`config.mk`:
```
export PLATFORM = sky130hd
export DESIGN_NAME = hi_lo_mul_div
export DESIGN_NICKNAME = d
export VERILOG_FILES = /design/src/rtl/hi_lo_mul_div.sv
export SDC_FILE = /design/constraint.sdc
export NUM_CORES = 1
export LEC_CHECK = 0
export CAP_MARGIN = 30
export CORE_AREA = 3 3 177 179
export DETAILED_ROUTE_END_ITERATION = 7
export DIE_AREA = 0 0 180 182
export PLACE_DENSITY_LB_ADDON = 0.12
export SETUP_SLACK_MARGIN = 0.05
export SLEW_MARGIN = 15
export SYNTH_ARGS = -nofsm -noshare
export SYNTH_HDL_FRONTEND = slang
export SYNTH_SLANG_ARGS = --single-unit
```
`constraint.sdc`:
```
create_clock -name Clk -period 5.2 [get_ports Clk]
set_input_delay 0.52 -clock Clk [delete_from_list [all_inputs] [get_ports Clk]]
set_output_delay 0.52 -clock Clk [all_outputs]
set_load 0.03 [all_outputs]
```
`src/rtl/hi_lo_mul_div.sv`:
```
// Hi/Lo register file with iterative 32-cycle multiply and restoring divide.
// HILO_MULDIV_MADD_EN enables the MADD/MSUB accumulate ops (Op 110/111).
module hi_lo_mul_div (
  input  logic        Clk,
  input  logic        Rst,
  input  logic        Start,
  input  logic [2:0]  Op,
  input  logic [31:0] OperandA,
  input  logic [31:0] OperandB,
  output logic [31:0] ReadDataHi,
  output logic [31:0] ReadDataLo,
  output logic        Busy,
  output logic        Done
);

  localparam logic [2:0] OP_MULT = 3'b000;
  localparam logic [2:0] OP_DIV  = 3'b010;
  localparam logic [2:0] OP_MTHI = 3'b100;
  localparam logic [2:0] OP_MTLO = 3'b101;
`ifdef HILO_MULDIV_MADD_EN
  localparam logic [2:0] OP_MADD = 3'b110;
  localparam logic [2:0] OP_MSUB = 3'b111;
`endif

  typedef enum logic [1:0] {
    S_IDLE,
    S_MUL,
    S_DIV,
    S_FIX
  } state_t;

  state_t      state_q, state_d;
  logic [5:0]  cnt_q, cnt_d;
  logic [31:0] hi_q, hi_d;
  logic [31:0] lo_q, lo_d;
  logic        busy_q, busy_d;
  logic        done_q, done_d;
  logic [63:0] prod_q, prod_d;
  logic [31:0] mb_q, mb_d;
  logic        neg_q, neg_d;
  logic        rneg_q, rneg_d;
  logic        dz_q, dz_d;
  logic        div_q, div_d;
`ifdef HILO_MULDIV_MADD_EN
  logic        madd_q, madd_d;
  logic        msub_q, msub_d;
`endif

  logic        sgn_op;
  logic        is_mul;
  logic        is_div;
  logic        a_neg;
  logic        b_neg;
  logic [31:0] abs_a;
  logic [31:0] abs_b;
  logic [32:0] mul_sum;
  logic [32:0] div_sh;
  logic        div_ok;
  logic [31:0] div_rem;
  logic [63:0] prod_fix;
  logic [63:0] mul_res;
  logic [31:0] quo_fix;
  logic [31:0] rem_fix;

`ifdef HILO_MULDIV_MADD_EN
  assign sgn_op = (Op == OP_MULT) | (Op == OP_DIV)
                | (Op == OP_MADD) | (Op == OP_MSUB);
  assign is_mul = (Op[2:1] == 2'b00) | (Op[2:1] == 2'b11);
`else
  assign sgn_op = (Op == OP_MULT) | (Op == OP_DIV);
  assign is_mul = (Op[2:1] == 2'b00);
`endif
  assign is_div = (Op[2:1] == 2'b01);

  assign a_neg = sgn_op & OperandA[31];
  assign b_neg = sgn_op & OperandB[31];
  assign abs_a = a_neg ? -OperandA : OperandA;
  assign abs_b = b_neg ? -OperandB : OperandB;

  // Multiplier bits drain from the low half as the sum fills the high half.
  assign mul_sum = {1'b0, prod_q[63:32]}
                 + (prod_q[0] ? {1'b0, mb_q} : 33'd0);

  // Divide reuses prod_q as {remainder, dividend/quotient}.
  assign div_sh  = {prod_q[63:32], prod_q[31]};
  assign div_ok  = div_sh >= {1'b0, mb_q};
  assign div_rem = div_ok ? (div_sh[31:0] - mb_q) : div_sh[31:0];

  assign prod_fix = neg_q ? -prod_q : prod_q;
  assign quo_fix  = dz_q ? 32'hFFFF_FFFF
                  : (neg_q ? -prod_q[31:0] : prod_q[31:0]);
  assign rem_fix  = rneg_q ? -prod_q[63:32] : prod_q[63:32];

`ifdef HILO_MULDIV_MADD_EN
  always_comb begin
    mul_res = prod_fix;
    if (madd_q)
      mul_res = {hi_q, lo_q} + prod_fix;
    else if (msub_q)
      mul_res = {hi_q, lo_q} - prod_fix;
  end
`else
  assign mul_res = prod_fix;
`endif

  always_comb begin
    state_d = state_q;
    cnt_d   = cnt_q;
    hi_d    = hi_q;
    lo_d    = lo_q;
    busy_d  = busy_q;
    done_d  = 1'b0;
    prod_d  = prod_q;
    mb_d    = mb_q;
    neg_d   = neg_q;
    rneg_d  = rneg_q;
    dz_d    = dz_q;
    div_d   = div_q;
`ifdef HILO_MULDIV_MADD_EN
    madd_d  = madd_q;
    msub_d  = msub_q;
`endif
    case (state_q)
      S_IDLE: begin
        if (Start) begin
          if (Op == OP_MTHI) begin
            hi_d = OperandA;
          end else if (Op == OP_MTLO) begin
            lo_d = OperandA;
          end else if (is_mul) begin
            prod_d  = {32'd0, abs_b};
            mb_d    = abs_a;
            neg_d   = a_neg ^ b_neg;
            div_d   = 1'b0;
            cnt_d   = 6'd0;
            busy_d  = 1'b1;
            state_d = S_MUL;
`ifdef HILO_MULDIV_MADD_EN
            madd_d  = (Op == OP_MADD);
            msub_d  = (Op == OP_MSUB);
`endif
          end else if (is_div) begin
            prod_d  = {32'd0, abs_a};
            mb_d    = abs_b;
            dz_d    = (OperandB == 32'd0);
            neg_d   = (a_neg ^ b_neg) & (OperandB != 32'd0);
            rneg_d  = a_neg;
            div_d   = 1'b1;
            cnt_d   = 6'd0;
            busy_d  = 1'b1;
            state_d = S_DIV;
`ifdef HILO_MULDIV_MADD_EN
            madd_d  = 1'b0;
            msub_d  = 1'b0;
`endif
          end
        end
      end
      S_MUL: begin
        prod_d = {mul_sum, prod_q[31:1]};
        cnt_d  = cnt_q + 6'd1;
        if (cnt_q == 6'd31)
          state_d = S_FIX;
      end
      S_DIV: begin
        prod_d = {div_rem, prod_q[30:0], div_ok};
        cnt_d  = cnt_q + 6'd1;
        if (cnt_q == 6'd31)
          state_d = S_FIX;
      end
      S_FIX: begin
        if (div_q) begin
          hi_d = rem_fix;
          lo_d = quo_fix;
        end else begin
          hi_d = mul_res[63:32];
          lo_d = mul_res[31:0];
        end
        cnt_d   = 6'd0;
        busy_d  = 1'b0;
        done_d  = 1'b1;
        state_d = S_IDLE;
      end
      default: state_d = S_IDLE;
    endcase
  end

  always_ff @(posedge Clk or posedge Rst) begin
    if (Rst) begin
      state_q <= S_IDLE;
      cnt_q   <= 6'd0;
      hi_q    <= 32'd0;
      lo_q    <= 32'd0;
      busy_q  <= 1'b0;
      done_q  <= 1'b0;
      prod_q  <= 64'd0;
      mb_q    <= 32'd0;
      neg_q   <= 1'b0;
      rneg_q  <= 1'b0;
      dz_q    <= 1'b0;
      div_q   <= 1'b0;
`ifdef HILO_MULDIV_MADD_EN
      madd_q  <= 1'b0;
      msub_q  <= 1'b0;
`endif
    end else begin
      state_q <= state_d;
      cnt_q   <= cnt_d;
      hi_q    <= hi_d;
      lo_q    <= lo_d;
      busy_q  <= busy_d;
      done_q  <= done_d;
      prod_q  <= prod_d;
      mb_q    <= mb_d;
      neg_q   <= neg_d;
      rneg_q  <= rneg_d;
      dz_q    <= dz_d;
      div_q   <= div_d;
`ifdef HILO_MULDIV_MADD_EN
      madd_q  <= madd_d;
      msub_q  <= msub_d;
`endif
    end
  end

  assign ReadDataHi = hi_q;
  assign ReadDataLo = lo_q;
  assign Busy       = busy_q;
  assign Done       = done_q;

endmodule

```
==> flow_summary.yaml, run 1 <==
timing:
  setup_violations: 0
  tns_ns: 0
  maxSlewHeadroom: 0.275
  fin_crit_ns: 4.28
  period_share: 0.823
  report.final.slew_viol_count: 0
  worst_pin_slew_ns: 1.09
  grt_setup_unrepaired: "no"
  skew_ns: 0.0151
  final-hold-violation-count: 0
  max_freq_ghz: 0.234
floorplan:
  rows: 63
  die_area_um2: 32800
  die_h_um: 182
  dieWidth_um: 180
  ios: 136
  initial_core_util: 0.501
  fp.coreArea_um2: 29700
setup_path:
  start_kind: "register"
  rr_endpoint: "prod_q[61]"
  end_kind: "register"
  crit_arrival_ns: 4.60
  r2r-start: "prod_q[0]"
  cp.required_ns: 5.52
  cp_max_fo: 21
  cp_slowest_cell: "clkinv_1"
  max_stage_delay_ns: 0.58
  cp_top_family: "compound AO/OA/AOI/OAI gates"
  crit_type: "register to register"
  rr_worst_depth: 12
  crit_chain: "clkinv_1 -> nor2_1 -> ha_1 -> a211oi_1 -> o21bai_1 -> o22a_1 -> a21oi_1 -> a2bb2oi_1 -> o21ai_0 -> a221oi_1 -> mux2i_1 -> o211ai_1"
  cp.buffers_inverters: 1
  r2r_slack_ns: 0.92
drt:
  drt_iter0_drc: 1670
  vias: 15100
  avgRoutedWirePerCell_um: 22.5
  antenna_left: 0
  drc: 0
  drtPass1Iterations: 6
  wl_um: 53900
  vias_per_cell: 6.31
yosys:
  avgSynthCellArea_um2: 7.74
  syn_area_um2: 14900
  synth_top_area_frac: 0.293
  ys.warnings.count: 0
  synthCells: 1922
  ys_seq_elements: 174
  yosysUniqueCellTypes: 76
  synthMuxAreaShare: 0.0325
  synth_top_family_by_area: "compound AO/OA/AOI/OAI gates"
  synthArstFlopShare: 1.00
  synthAdderAreaFrac: 0.0649
  synth_edf_count: 0
  synth_top_cells_by_area: "dfrtp_1 29%, o21ai_0 7.8%, ha_1 6.2%"
  synthXorXnorAreaFrac: 0.0989
  yosysTopAreaCell: "dfrtp_1"
  synth_simple_gate_area_frac: 0.184
  yosysMostFrequentCell: "o21ai_0"
  synth-seq-area-share: 0.293
  synth_top_cells_by_count: "232 x o21ai_0, 216 x nand2_1, 184 x nor2_1"
  synth_compound_area_frac: 0.272
  syn_nets: 2068
  synthFlopType: "dfrtp_1"
pwr:
  vdd_drop_max_v: 0.000649
  p_leak_uw: 0.00728
  finalPower_uw: 10500
  powerDensity_nw_per_um2: 614
worst_hold_path:
  hold_depth: 2
  min-delay-path-class: "register to register"
  hold_end: "ReadDataLo[12]"
  worstHoldStart: "ReadDataLo[12]"
cts:
  cts_max_level: 4
  post-cts-setup-buffer-count: 0
  clockBufferDepth: 2
  ctsHoldBuffers: 0
  post_cts_resized: 0
  tritoncts: "done"
  cts.sinks: 174
  clkLatencyLatePin_ns: 0.46
  cts_buffers: 17
  path_clk_slew_ns: 0.07
  root_buffer: "clkbuf_16"
global_routing:
  grtUsageTotal: 0.323
  antenna_found_initial: 0
  grt_pass1_vias: 13900
  grt_max_degree: 175
  grt.overflow.total: 0
  grt_pass1_wl_um: 83200
final_layout:
  area_delta_synth_final_pct: 15.1
  nNetsFinal: 2135
  fillCellCount: 2815
  n_antenna_cell: 0
  drive_gt1_frac: 0.0515
placement:
  place.gp.congestion: 0.959
  place_hpwl_um: 41100
  port_buffers: 135
status:
  run_status: "finished clean"
job:
  cap_viol_max_count: 0
==> metrics by stage <==
stage / instance area [um2] / util / cells / hold slack, ns / worst slack [ns]
floorplan: 14900 / - / 1922 / 0.450 / 1.86
global route: 17100 / 0.576 / 2391 / 0.502 / 0.674
global placement: 16400 / 0.553 / 2356 / 0.461 / 1.19
detailed placement: 16500 / 0.554 / 2357 / 0.469 / 1.06
finish: 17100 / 0.576 / 2391 / 0.477 / 0.918
CTS: 17100 / 0.575 / 2388 / 0.485 / 0.991
==> state kept, by name, summed over array words and instances (netlist names) <==
register    flops
ReadDataHi     32
neg_q           1
ReadDataLo     32
Busy            1
Done            1
cnt_q           6
dz_q            1
mb_q           32
state_q         2
prod_q         64
div_q           1
rneg_q          1
==> cells by family after synthesis <==
group / after synthesis
AO/OA/AOI/OAI: 664
AND/OR/NAND/NOR: 598
buffers and inverters: 194
flip-flops: 174
XOR/XNOR: 168
adder cells (fa/ha/maj): 76
multiplexers: 48
==> worst register-to-register path, stage by stage (launching register included) <==
cell       delay (ns)
dfrtp_1          0.41
clkinv_1         0.58
nor2_1           0.29
ha_1             0.32
a211oi_1         0.27
o21bai_1         0.15
o22a_1           0.23
a21oi_1          0.40
a2bb2oi_1        0.43
o21ai_0          0.33
a221oi_1         0.43
mux2i_1          0.22
o211ai_1         0.09
==> worst max path at each step <==
stage | start | endpoint | slack [ns] | depth (start not counted)
2_1_floorplan | prod_q[31] | prod_q[58] | 1.86 | 14
3_3_place_gp | prod_q[0] | prod_q[61] | 1.19 | 12
3_5_place_dp | prod_q[0] | prod_q[61] | 1.06 | 12
4_1_cts | prod_q[0] | prod_q[61] | 0.99 | 12
5_1_grt | prod_q[0] | prod_q[61] | 0.67 | 12
6_report | prod_q[0] | prod_q[61] | 0.92 | 12
==> per-layer routing <==
metal / GRT usage / routed length (um)
met1: 0.473 / 24300
met2: 0.482 / 23100
met3: 0.0595 / 4960
met4: 0.102 / 1530
met5: 0 / 0
==> cell usage in the layout (no fill, tap or decap), types with 30 or more instances in the layout <==
cell type and instances:
xor2_1 70, o21ai_0 232, o31ai_1 30, nor3_1 44, nand3_1 31, clkdlybuf4s50_1 134
ha_1 73, dfrtp_1 174, mux2i_1 45, nor2_1 182, inv_1 73, nand2_1 216
a21oi_1 170, xnor2_1 98
==> power breakdown <==
part           switching [uW]  internal [uW]
Sequential                620           1920
Clock                     622            817
Combinational            4100           2440
==> layout make-up <==
cell class / count / area, um2 / share of cell area
clock buffer: 18 / 429 / 0.0251
clock inverter: 13 / 204 / 0.0119
inverter: 76 / 289 / 0.0169
multi-input combinational: 1554 / 9750 / 0.569
sequential: 174 / 4350 / 0.254
tap: 390 / 488 / 0.0285
timing repair buffer: 166 / 1620 / 0.0944
Note: power is estimated with default switching activity, not from simulation.
==> run 2: changes to the inputs <==
==> constraint.sdc (replaced) <==
create_clock -name Clk -period 3.7 [get_ports Clk]
set_input_delay 0.37 -clock Clk [delete_from_list [all_inputs] [get_ports Clk]]
set_output_delay 0.37 -clock Clk [all_outputs]
set_load 0.03 [all_outputs]
==> flow_summary.yaml, run 2 (synthesis results as in run 1) <==
status:
  run_status: "finished clean"
setup_path:
  cp.required_ns: 4.04
  cp_slowest_cell: "dfrtp_1"
  cp.buffers_inverters: 0
  start_kind: "register"
  crit_arrival_ns: 3.82
  max_stage_delay_ns: 0.44
  cp_max_fo: 5
  startpoint: "prod_q[0]"
  end_kind: "register"
  cp_top_family: "compound AO/OA/AOI/OAI gates"
  r2r-start: "prod_q[0]"
  crit_chain: "and2_1 -> ha_1 -> fa_1 -> a211oi_1 -> o21bai_1 -> o22a_1 -> a21oi_2 -> a2bb2oi_2 -> o21ai_0 -> a31oi_1 -> xor2_1 -> nor2_1 -> a221o_1"
  crit_type: "register to register"
final_layout:
  finalNonFillerCells: 2458
  n_antenna_cell: 0
  design_area_um2: 17700
  final_common_cell: "o21ai_0"
  drive_gt1_frac: 0.0866
  most-common-layout-cells: "231 x o21ai_0, 216 x nand2_1, 182 x nor2_1, 174 x dfrtp_1, 169 x a21oi_1"
  fin_util: 0.594
  area_delta_synth_final_pct: 18.6
  largest_register_ffs: 64
  regMostFlops: "prod_q"
  nNetsFinal: 2201
timing:
  setup_slack_ns: 0.221
  final-hold-violation-count: 0
  max_freq_ghz: 0.287
  tns_ns: 0
  maxSlewHeadroom: 0.379
  period_share: 0.940
  report.final.slew_viol_count: 0
  setup_violations: 0
  skew_ns: 0.0136
  grt_setup_unrepaired: "yes"
  fin_crit_ns: 3.48
  worst_pin_slew_ns: 0.928
pwr:
  powerDensity_nw_per_um2: 845
  p_leak_uw: 0.00758
  vdd_drop_max_v: 0.000669
cts:
  root_buffer: "clkbuf_16"
  clockBufferDepth: 2
  ctsHoldBuffers: 0
  path_clk_slew_ns: 0.08
  clkLatencyLatePin_ns: 0.45
  cts_max_level: 4
  tritoncts: "done"
  cts.sinks: 174
  cts_buffers: 17
worst_hold_path:
  min-delay-path-class: "input pin to async pin"
global_routing:
  grt_pass1_vias: 14100
  grtUsageTotal: 0.321
  grt_max_degree: 74
  grt.overflow.total: 0
  antenna_found_initial: 0
  grt_pass1_wl_um: 82900
drt:
  drc: 0
  vias_per_cell: 6.30
  drt_iter0_drc: 1873
  vias: 15500
  antenna_left: 0
  avgRoutedWirePerCell_um: 22.2
  wl_um: 54600
  drtPass1Iterations: 6
placement:
  post-place-ws_ns: 0.0821
  place_hpwl_um: 41800
  placed_area_um2: 17000
  port_buffers: 135
  dp_cells: 2421
  place.gp.congestion: 1.02
floorplan:
  fp.coreArea_um2: 29700
  die_area_um2: 32800
  initial_core_util: 0.501
  ios: 136
  dieWidth_um: 180
  rows: 63
  die_h_um: 182
job:
  cap_viol_max_count: 0
## run 2: per-stage QoR
step                      hold slack, ns  power (uW)
final                              0.378       14900
after detailed placement           0.469       12700
after global routing               0.421       15900
after floorplan                    0.450        9710
after global placement             0.463       12600
after CTS                          0.391       14700
## run 2: layout make-up
class,instances,area [um2]
fillers,2773,12100
multi-input cells,1554,9810
flip-flops and latches,174,4350
repair buffers,232,2110
well taps,390,488
clock buffers,18,439
inverters,76,293
clock inverters,14,159
## run 2: layer usage
layer,track usage,vias to the layer above,part of all wire
met5,0,-,0
met4,0.0888,0,0.028
met3,0.0609,101,0.10
met2,0.488,841,0.43
met1,0.468,7343,0.44
li1,-,7192,-
## run 2: power by group
group	internal, uW	switching, uW
clock network	1030	877
registers	2700	751
logic	3630	5930
total	7360	7550
## run 2: final timing paths
path                                   to  slack, ns  cells past startpoint
max                            prod_q[53]       0.22                     13
min                        ReadDataLo[10]       0.38                      2
max reg2reg                    prod_q[53]       0.22                     13
min reg2reg                ReadDataLo[24]       0.48                      2
max in group asynchronous       prod_q[6]       2.36                      3
min in group Clk           ReadDataLo[24]       0.48                      2
## run 2: timing repair
action / 4_1_cts / 5_1_grt
setup buffers: 0 / 5
resized for setup: 0 / 12
endpoints found under the setup margin: 0 / 21
